### src/rtl/ponte_sinc_somador_if.sv
// Bus bundle between the clocked bridge and its surroundings: the binary side
// (operand in, sum out), the dual-rail stage side (rails, ack, soma) and the error flags.
interface ponte_sinc_somador_if;
    logic       in_valid;
    logic       in_ready;
    logic [3:0] in_a;
    logic [3:0] in_b;
    logic       in_cin;
    logic [7:0] a;
    logic [7:0] b;
    logic [1:0] opr;
    logic       ack;
    logic [7:0] soma;
    logic       ack_next;
    logic       out_valid;
    logic       out_ready;
    logic [3:0] out_sum;
    logic       err_timeout;
    logic       err_illegal;

    modport master (
        output in_valid, in_a, in_b, in_cin, ack, soma, out_ready,
        input  in_ready, a, b, opr, ack_next, out_valid, out_sum, err_timeout, err_illegal
    );

    modport slave (
        input  in_valid, in_a, in_b, in_cin, ack, soma, out_ready,
        output in_ready, a, b, opr, ack_next, out_valid, out_sum, err_timeout, err_illegal
    );
endinterface

### src/rtl/ponte_sinc_somador.sv
// Clocked bridge around a dual-rail 4-bit adder stage; operand accept to DATA on rails is 1 cycle.
// Backpressure: in_ready drops until the NULL wavefront returns; a full output buffer holds ack_next low.
module ponte_sinc_somador #(
    parameter int SYNC_STAGES    = 2,
    parameter int TIMEOUT_CYCLES = 1023
) (
    input  logic                 clk,
    input  logic                 rst_n,
    ponte_sinc_somador_if.slave  bus
);
    localparam int             CW   = $clog2(TIMEOUT_CYCLES + 2);
    localparam logic [CW-1:0]  TMAX = CW'(TIMEOUT_CYCLES);

    typedef enum logic [1:0] {F_IDLE, F_DATA, F_NULL} feed_t;
    typedef enum logic       {C_DATA, C_NULL}         coll_t;

    feed_t                  fst;
    coll_t                  cst;
    logic [SYNC_STAGES-1:0] ack_sync, det_sync, nul_sync;
    logic                   ack_s, det_s, nul_s;
    logic                   det_raw, nul_raw, ill_raw;
    logic [3:0]             dec;
    logic [CW-1:0]          f_cnt, c_cnt;
    logic                   f_to, c_to;
    logic                   f_hold, c_hold;

    function automatic logic [7:0] enc4(input logic [3:0] x);
        logic [7:0] r;
        r = '0;
        for (int i = 0; i < 4; i++) begin
            r[2*i+1] = x[i];
            r[2*i]   = ~x[i];
        end
        return r;
    endfunction

    // Completion and decode look at the raw stage outputs; only the synchronised
    // flags feed decisions, by which time soma has been stable for SYNC_STAGES cycles.
    always_comb begin
        det_raw = 1'b1;
        ill_raw = 1'b0;
        dec     = '0;
        for (int i = 0; i < 4; i++) begin
            det_raw = det_raw & (bus.soma[2*i +: 2] != 2'b00);
            ill_raw = ill_raw | (bus.soma[2*i +: 2] == 2'b11);
            dec[i]  = bus.soma[2*i+1];
        end
    end

    assign nul_raw = (bus.soma == 8'h00);

    always_ff @(posedge clk or negedge rst_n) begin
        if (!rst_n) begin
            ack_sync <= '0;
            det_sync <= '0;
            nul_sync <= '0;
        end else begin
            ack_sync <= {ack_sync[SYNC_STAGES-2:0], bus.ack};
            det_sync <= {det_sync[SYNC_STAGES-2:0], det_raw};
            nul_sync <= {nul_sync[SYNC_STAGES-2:0], nul_raw};
        end
    end

    assign ack_s = ack_sync[SYNC_STAGES-1];
    assign det_s = det_sync[SYNC_STAGES-1];
    assign nul_s = nul_sync[SYNC_STAGES-1];

    // A hold cycle is a waiting cycle with no state change; anything else clears the counter.
    assign f_hold = ((fst == F_DATA) && !ack_s) || ((fst == F_NULL) && ack_s);
    assign c_hold = (cst == C_NULL) && !nul_s;

    always_ff @(posedge clk or negedge rst_n) begin
        if (!rst_n) begin
            fst          <= F_IDLE;
            bus.a        <= '0;
            bus.b        <= '0;
            bus.opr      <= '0;
            bus.in_ready <= 1'b1;
            f_cnt        <= '0;
            f_to         <= 1'b0;
        end else begin
            case (fst)
                F_IDLE: if (bus.in_valid) begin
                    bus.a        <= enc4(bus.in_a);
                    bus.b        <= enc4(bus.in_b);
                    bus.opr      <= {bus.in_cin, ~bus.in_cin};
                    bus.in_ready <= 1'b0;
                    fst          <= F_DATA;
                end
                F_DATA: if (ack_s) begin
                    bus.a   <= '0;
                    bus.b   <= '0;
                    bus.opr <= '0;
                    fst     <= F_NULL;
                end
                F_NULL: if (!ack_s) begin
                    bus.in_ready <= 1'b1;
                    fst          <= F_IDLE;
                end
                default: fst <= F_IDLE;
            endcase
            if (!f_hold) begin
                f_cnt <= '0;
            end else if (f_cnt != TMAX) begin
                f_cnt <= f_cnt + 1'b1;
                if (f_cnt + 1'b1 == TMAX) f_to <= 1'b1;
            end
        end
    end

    always_ff @(posedge clk or negedge rst_n) begin
        if (!rst_n) begin
            cst             <= C_DATA;
            bus.out_valid   <= 1'b0;
            bus.out_sum     <= '0;
            bus.ack_next    <= 1'b0;
            bus.err_illegal <= 1'b0;
            c_cnt           <= '0;
            c_to            <= 1'b0;
        end else begin
            if (bus.out_valid && bus.out_ready) bus.out_valid <= 1'b0;
            case (cst)
                C_DATA: if (det_s && (!bus.out_valid || bus.out_ready)) begin
                    bus.out_sum   <= dec;
                    bus.out_valid <= 1'b1;
                    bus.ack_next  <= 1'b1;
                    if (ill_raw) bus.err_illegal <= 1'b1;
                    cst           <= C_NULL;
                end
                C_NULL: if (nul_s) begin
                    bus.ack_next <= 1'b0;
                    cst          <= C_DATA;
                end
                default: cst <= C_DATA;
            endcase
            if (!c_hold) begin
                c_cnt <= '0;
            end else if (c_cnt != TMAX) begin
                c_cnt <= c_cnt + 1'b1;
                if (c_cnt + 1'b1 == TMAX) c_to <= 1'b1;
            end
        end
    end

    assign bus.err_timeout = f_to | c_to;
endmodule

### src/flat_wrapper.sv
// flat-port wrapper written by rule: the top's interface ports become plain ports
module ponte_sinc_somador_flat 
#(
    parameter int SYNC_STAGES    = 2,
    parameter int TIMEOUT_CYCLES = 1023
)
  (clk, rst_n, bus_in_valid, bus_in_a, bus_in_b, bus_in_cin, bus_ack, bus_soma, bus_out_ready, bus_in_ready, bus_a, bus_b, bus_opr, bus_ack_next, bus_out_valid, bus_out_sum, bus_err_timeout, bus_err_illegal);
  ponte_sinc_somador_if bus_i ();
  input  logic clk;
  input  logic rst_n;
  input wire logic [$bits(bus_i.in_valid)-1:0] bus_in_valid;
  input wire logic [$bits(bus_i.in_a)-1:0] bus_in_a;
  input wire logic [$bits(bus_i.in_b)-1:0] bus_in_b;
  input wire logic [$bits(bus_i.in_cin)-1:0] bus_in_cin;
  input wire logic [$bits(bus_i.ack)-1:0] bus_ack;
  input wire logic [$bits(bus_i.soma)-1:0] bus_soma;
  input wire logic [$bits(bus_i.out_ready)-1:0] bus_out_ready;
  output wire logic [$bits(bus_i.in_ready)-1:0] bus_in_ready;
  output wire logic [$bits(bus_i.a)-1:0] bus_a;
  output wire logic [$bits(bus_i.b)-1:0] bus_b;
  output wire logic [$bits(bus_i.opr)-1:0] bus_opr;
  output wire logic [$bits(bus_i.ack_next)-1:0] bus_ack_next;
  output wire logic [$bits(bus_i.out_valid)-1:0] bus_out_valid;
  output wire logic [$bits(bus_i.out_sum)-1:0] bus_out_sum;
  output wire logic [$bits(bus_i.err_timeout)-1:0] bus_err_timeout;
  output wire logic [$bits(bus_i.err_illegal)-1:0] bus_err_illegal;
  assign bus_i.in_valid = bus_in_valid;
  assign bus_i.in_a = bus_in_a;
  assign bus_i.in_b = bus_in_b;
  assign bus_i.in_cin = bus_in_cin;
  assign bus_i.ack = bus_ack;
  assign bus_i.soma = bus_soma;
  assign bus_i.out_ready = bus_out_ready;
  assign bus_in_ready = bus_i.in_ready;
  assign bus_a = bus_i.a;
  assign bus_b = bus_i.b;
  assign bus_opr = bus_i.opr;
  assign bus_ack_next = bus_i.ack_next;
  assign bus_out_valid = bus_i.out_valid;
  assign bus_out_sum = bus_i.out_sum;
  assign bus_err_timeout = bus_i.err_timeout;
  assign bus_err_illegal = bus_i.err_illegal;
  ponte_sinc_somador #(.SYNC_STAGES(SYNC_STAGES), .TIMEOUT_CYCLES(TIMEOUT_CYCLES)) u_core (.clk(clk), .rst_n(rst_n), .bus(bus_i));
endmodule
### config.mk
export PLATFORM = sky130hd
export DESIGN_NAME = ponte_sinc_somador_flat
export DESIGN_NICKNAME = d
export VERILOG_FILES = /design/src/rtl/ponte_sinc_somador_if.sv /design/src/rtl/ponte_sinc_somador.sv /design/src/flat_wrapper.sv
export SDC_FILE = /design/constraint.sdc
export NUM_CORES = 1
export LEC_CHECK = 0
export CAP_MARGIN = 0
export CORE_MARGIN = 2
export CORE_UTILIZATION = 51
export CTS_CLUSTER_DIAMETER = 60
export CTS_CLUSTER_SIZE = 12
export DETAILED_ROUTE_END_ITERATION = 16
export PLACE_DENSITY = 0.79
export SLEW_MARGIN = 20
export SYNTH_ARGS = -nofsm -noshare
export SYNTH_HDL_FRONTEND = slang
export SYNTH_SLANG_ARGS = --single-unit
### constraint.sdc
create_clock -name clk -period 1.95 [get_ports clk]
set_clock_uncertainty 0.2 [all_clocks]
set_input_delay 0.4875 -clock clk [delete_from_list [all_inputs] [get_ports clk]]
set_output_delay 0.4875 -clock clk [all_outputs]
set_load 0.02 [all_outputs]
# ---- After elaboration in Yosys (flattened, before gate mapping)
# Index checks and enable logic that the tools add are counted.
dict set report totals {
  ff_bits 59
  in_bits 22
}
dict set report op_classes {
  add_sub_neg 2
  n_eq_ne 17
  n_mux 28
  bitwise_logic 17
  reduce_logical 26
}
# operator count
set op_table {}
lappend op_table {{11-bit two-way mux} 4}
lappend op_table {{8-bit case mux with 2 select lines} 2}
lappend op_table {{8-bit two-way mux} 3}
lappend op_table {{11-bit by 1-bit adder with 11-bit output, second input constant} 2}
lappend op_table {{11-bit by 10-bit == test with 1-bit output, second input constant} 2}
lappend op_table {{11-bit by 10-bit inequality test with 1-bit output, second input constant} 2}
lappend op_table {{3-bit AND reduction} 6}
lappend op_table {{2-bit nonzero test} 6}
lappend op_table {{2-bit == test, second input constant} 5}
lappend op_table {{2-bit two-way mux} 5}
lappend op_table {{2-bit inequality test, second input constant} 5}
lappend op_table {{1-bit NOT} 10}
lappend op_table {{1-bit two-way mux} 9}
lappend op_table {{8-bit zero test} 1}
lappend op_table {{1-bit case mux with 2 select lines} 3}
lappend op_table {{2-bit case mux with 3 select lines} 1}
lappend op_table {{1-bit logical AND} 5}
lappend op_table {{2-bit by 1-bit inequality test with 1-bit output, second input constant} 2}
lappend op_table {{1-bit bitwise OR} 4}
lappend op_table {{2-bit case mux with 2 select lines} 1}
lappend op_table {{2-bit AND reduction} 2}
lappend op_table {{1-bit AND} 3}
lappend op_table {{1-bit zero test} 3}
lappend op_table {{2-bit by 1-bit == test with 1-bit output, second input constant} 1}
lappend op_table {{2 further kinds} 3}

# ---- Logic depth before layout (Yosys ltp)
dict set report logic_depth {
  depth_word 5
  mapped_depth 6
}

# ---- Worst setup path after synthesis
# Ideal clock, no wire load.
dict set report synth_path {
  path_kind {register to register}
  from {register u_core.f_cnt[0]}
  to {register u_core.f_to}
  arrival_ns 1.412
  required_time_ns 1.646
  slack_ns 0.235
  stages_incl_launch_ff 6
  n_path_buf 0
  period_less_slack_ns 1.715
  cell_sequence {dfrtp_1 > ha_1 > and2_1 > and4_1 > xnor2_1 > o41ai_2}
}
dict set report synth_via {
  elab_chain_len 3
  word_cells_on_any_way 4
}
# item line_no
set synth_lines {}
lappend synth_lines {{start: declaration} ponte_sinc_somador.sv:23} ;# logic [CW-1:0] f_cnt, c_cnt;
lappend synth_lines {{start signal: assignment} ponte_sinc_somador.sv:105} ;# f_cnt <= f_cnt + 1'b1;
lappend synth_lines {{11-bit by 1-bit adder with 11-bit output} ponte_sinc_somador.sv:106} ;# if (f_cnt + 1'b1 == TMAX) f_to <= 1'b1;
lappend synth_lines {{11-bit by 10-bit == test with 1-bit output} ponte_sinc_somador.sv:106}
lappend synth_lines {{3-bit AND reduction (no line) *} n/a}
lappend synth_lines {{end signal: assignment} ponte_sinc_somador.sv:80} ;# f_to <= 1'b0;
lappend synth_lines {{end signal: assignment} ponte_sinc_somador.sv:106}
lappend synth_lines {{end: declaration} ponte_sinc_somador.sv:24} ;# logic f_to, c_to;
# Mark *: on every way between the ends. The rest lies on a longest branch, timed or not.
# A chain may end at the register's enable or synchronous reset.

# ---- Worst setup path in the final report
dict set report layout_path {
  from {register u_core.bus.in_ready}
  to {output port bus_in_ready}
}
# item line_no
set layout_rtl {}
lappend layout_rtl {{start: declaration} ponte_sinc_somador_if.sv:28} ;# output in_ready, a, b, opr, ack_next, out_valid, out_sum, err_timeout, err_illegal
lappend layout_rtl {{start signal: assignment} ponte_sinc_somador.sv:78} ;# bus.in_ready <= 1'b1;
lappend layout_rtl {{start signal: assignment} ponte_sinc_somador.sv:87} ;# bus.in_ready <= 1'b0;
lappend layout_rtl {{start signal: assignment} ponte_sinc_somador.sv:97} ;# bus.in_ready <= 1'b1;
lappend layout_rtl {{end: declaration} flat_wrapper.sv:18} ;# output wire logic [$bits(bus_i.in_ready)-1:0] bus_in_ready;
# No word-level cell between the ends.

==> metrics.md <==
| Metric | Value |
|---|---|
| Run status | completed |
| Fin area | 0.00335 mm² |
| NumNets Final | 318 |
| CP max-delay cell | dfstp_2 |
| CTS tree | yes |
| Placed Area | 0.00317 mm² |
| FMAX | 528 MHz |
| Top-Level Pins | 49 |
| Largest net degree at the start of global routing | 42 |
| Crit path DAT | 1.21 ns |
| First-pass GRT wire length | 8670 µm |
| Async S/R FF share, synth | 1.00 |
| Final-report hold violation count | 0 |
| Number of synthesized register bits | 59 |
| Worst r2r src | u_core.f_cnt[0] |
| Wire per inst | 14.8 µm |
| DR pass1 iterations | 4 |
| Max-capacitance violation count | 0 |
| Reg clk slew, reported paths | 0.06 ns |
| # DRC | 0 |
| Share of layout cells above drive strength 1 | 0.135 |
| Via density | 5.47 |
| Via count | 1990 |
| Post-route setup slack | 0.0572 ns |
| Syn Area/Cell | 11.2 µm² |
| Tightest Pin Transition | 0.606 ns |
| CTS Buf Count | 9 |
| Clk sinks | 59 |
| # setup viols final | 0 |
| Hold_sp | u_core.ack_sync[0] |
| Hold WC Path Type | reg2reg |
| Ant. Diodes | 0 |
| Post-Synthesis Cells | 227 |
| Starting Density | 0.535 |
| Most frequent cells after synthesis | dfrtp_1, nand2_1, a21oi_1, nor2_1, o21ai_0 |
| Clock Tree Buf Depth | 2 |
| P_leak | 1.59 nW |
| Yosys cell types | 41 |
| Count leader, synth | dfrtp_1 |
| Sequential share of the synthesized area | 0.581 |
| Final cell count without fillers | 364 |
| Synth Area in Adders | 0.0197 |
| 1st-iter DRT viols | 127 |
| Power Density | 1330 mW/mm² |
| Fin crit share | 0.971 |
| Final GP Congestion | 0.796 |
| Root Buffer | clkbuf_8 |
| Post-place setup slack | -0.0744 ns |
| GRT busiest layer | met2 |
| Post-Syn Area | 0.00254 mm² |
| PortBufs | 48 |
| Rows | 25 |
| Worst Hold Path Cells | 0 |
| Final Slew Violations | 0 |
| CP endpoint kind | primary output |
| XOR/XNOR Fraction of Synth Area | 0.0447 |
| Final min period | 1.89 ns |
| Area Growth Syn to Fin | 31.6% |
| Max IR drop VDD | 0.000855 V |
| Worst stage delay on the critical path | 0.54 ns |
| Synthesized Nets | 253 |
| Post-synth top area share | 0.570 |
| Routed Antenna Nets | 0 |
| Top Family by Delay on Critical Path | flip-flops |
| Compound-Gate Fraction of Synth Area | 0.154 |
| DP HPWL | 3730 µm |
| All-Layer GR Usage | 0.211 |
| Post-synthesis mux area share | 0.0216 |
| RSZ-0062 raised after global routing | no |
| Worst slew margin | 0.595 |
| H-tree depth reported by CTS | 3 |
| Top cell type by total area after synthesis | dfrtp_1 |
| Top post-synthesis cells by area | dfrtp_1, a22o_1, nand2_1 |
| Reg2Reg Depth | 5 |
| Critical path cell sequence | dlygate4sd2_1 |
| Critical Path RT | 1.26 ns |
| Die Wd | 74.6 µm |
| GR Overflow Total | 0 |
| Crit path kind | reg2out |
| Post-Route Setup TNS | 0 ns |
| Post-Route WL | 5380 µm |
| Vias in the first global route | 1941 |
| EDFF count, synth | 0 |
| Dpl cells | 346 |
| Simple-Gate Fraction of Synth Area | 0.151 |
| Startpoint Class | register |
| Die ar. | 0.00557 mm² |
| Die Y | 74.6 µm |
| Initial antenna violation count | 0 |
| Worst setup path startpoint | u_core.bus.in_ready |
| Synth warn | 0 |
| Grt met1 use | 0.255 |
| Clock Latency Late Sink | 0.34 ns |
| Prevailing post-synth register cell | dfrtp_1 |
| Crit Path Max Fanout | 3 |
| Met3 usage | 0.0576 |
| Total power | 0.00446 W |
| Main combinational cell family by area after synthesis | compound AO/OA/AOI/OAI gates |
| Core Region | 0.00475 mm² |
| Crit path buf inv count | 1 |
| Met2 Resource Use GR | 0.336 |
| Critical path depth | 1 |
state kept, by name (all words and copies together) (netlist names), 2 cells and up:
register            count
u_core.bus.a            8
u_core.ack_sync         2
u_core.nul_sync         2
u_core.f_cnt           11
u_core.fst              2
u_core.bus.opr          2
u_core.bus.b            8
u_core.det_sync         2
u_core.c_cnt           11
u_core.bus.out_sum      4
layout make-up:
type,count,area (µm²)
sequential,59,1480
fill,369,1410
multi-input combinational,151,997
timing repair buffer,63,566
clock buffer,11,141
tap,67,83.8
clock inverter,5,52.6
inverter,8,30.0
per-layer routing:
metal,part of all wire,wire (µm)
met5,0,0
met3,0.040,214
met2,0.50,2720
met1,0.42,2270
met4,0.033,178
path summary, 6_finish.rpt:
| check | to | slack (ns) |
|---|---|---|
| max in group asynchronous | u_core.bus.in_ready | 0.62 |
| max reg2reg | u_core.f_to | 0.11 |
| min reg2reg | u_core.ack_sync[1] | 0.15 |
| min | u_core.ack_sync[1] | 0.15 |
| max | bus_in_ready | 0.06 |
| min in group asynchronous | u_core.c_cnt[2] | 0.45 |
what timing repair did:
| action | CTS | global route |
|---|---|---|
| pin swaps | 0 | 1 |
| buffers inserted | 0 | 1 |
| resized for setup | 30 | 1 |
| hold buffers | 1 | 0 |
| endpoints found under the hold margin | 18 | 0 |
| endpoints found under the setup margin | 27 | 7 |
cells in the final DEF (no fill, tap or decap), types with 2 or more instances in the layout:
cell | synthesis | final
nand3_1 | 4 | 4
mux2_2 | 4 | 4
buf_4 | 0 | 13
a21oi_1 | 14 | 14
and2b_1 | 2 | 2
buf_2 | 5 | 2
o21bai_1 | 2 | 2
clkdlybuf4s50_1 | 0 | 20
nand2_1 | 20 | 20
a311oi_1 | 3 | 3
o21ai_0 | 13 | 12
or2_2 | 2 | 2
nand3b_1 | 2 | 2
dlygate4sd2_1 | 0 | 26
clkbuf_8 | 0 | 10
xor2_1 | 6 | 6
a31oi_1 | 2 | 2
nand4_1 | 5 | 5
and3_1 | 3 | 3
xnor2_1 | 7 | 7
and2_1 | 3 | 3
a41o_1 | 2 | 2
and4_1 | 6 | 6
inv_1 | 8 | 8
dfrtp_1 | 58 | 58
o21a_1 | 2 | 2
nand2b_1 | 6 | 6
a22o_1 | 11 | 11
a211oi_1 | 2 | 2
clkinv_2 | 0 | 3
ha_1 | 4 | 4
nor2_1 | 14 | 14
logic make-up (layout without fill, tap and decap cells):
logic type               Yosys count  after routing
AO/OA/AOI/OAI                     57             57
buffers and inverters             17             87
flip-flops                        59             59
adder cells (fa/ha/maj)            4              4
XOR/XNOR                          13             13
AND/OR/NAND/NOR                   72             72
multiplexers                       5              5
power breakdown:
part / switching [W] / internal (W)
clock: 0.000465 / 0.000618
sequential: 0.000252 / 0.00158
combinational: 0.000861 / 0.000682
total: 0.00158 / 0.00288
per-stage QoR:
step,hold slack (ns),util
2_1_floorplan,-0.00809,-
3_3_place_gp,0.134,0.668
3_5_place_dp,0.135,0.668
4_1_cts,0.149,0.703
5_1_grt,0.161,0.704
6_report,0.148,0.704
Note: power is estimated with default switching activity, not from simulation.
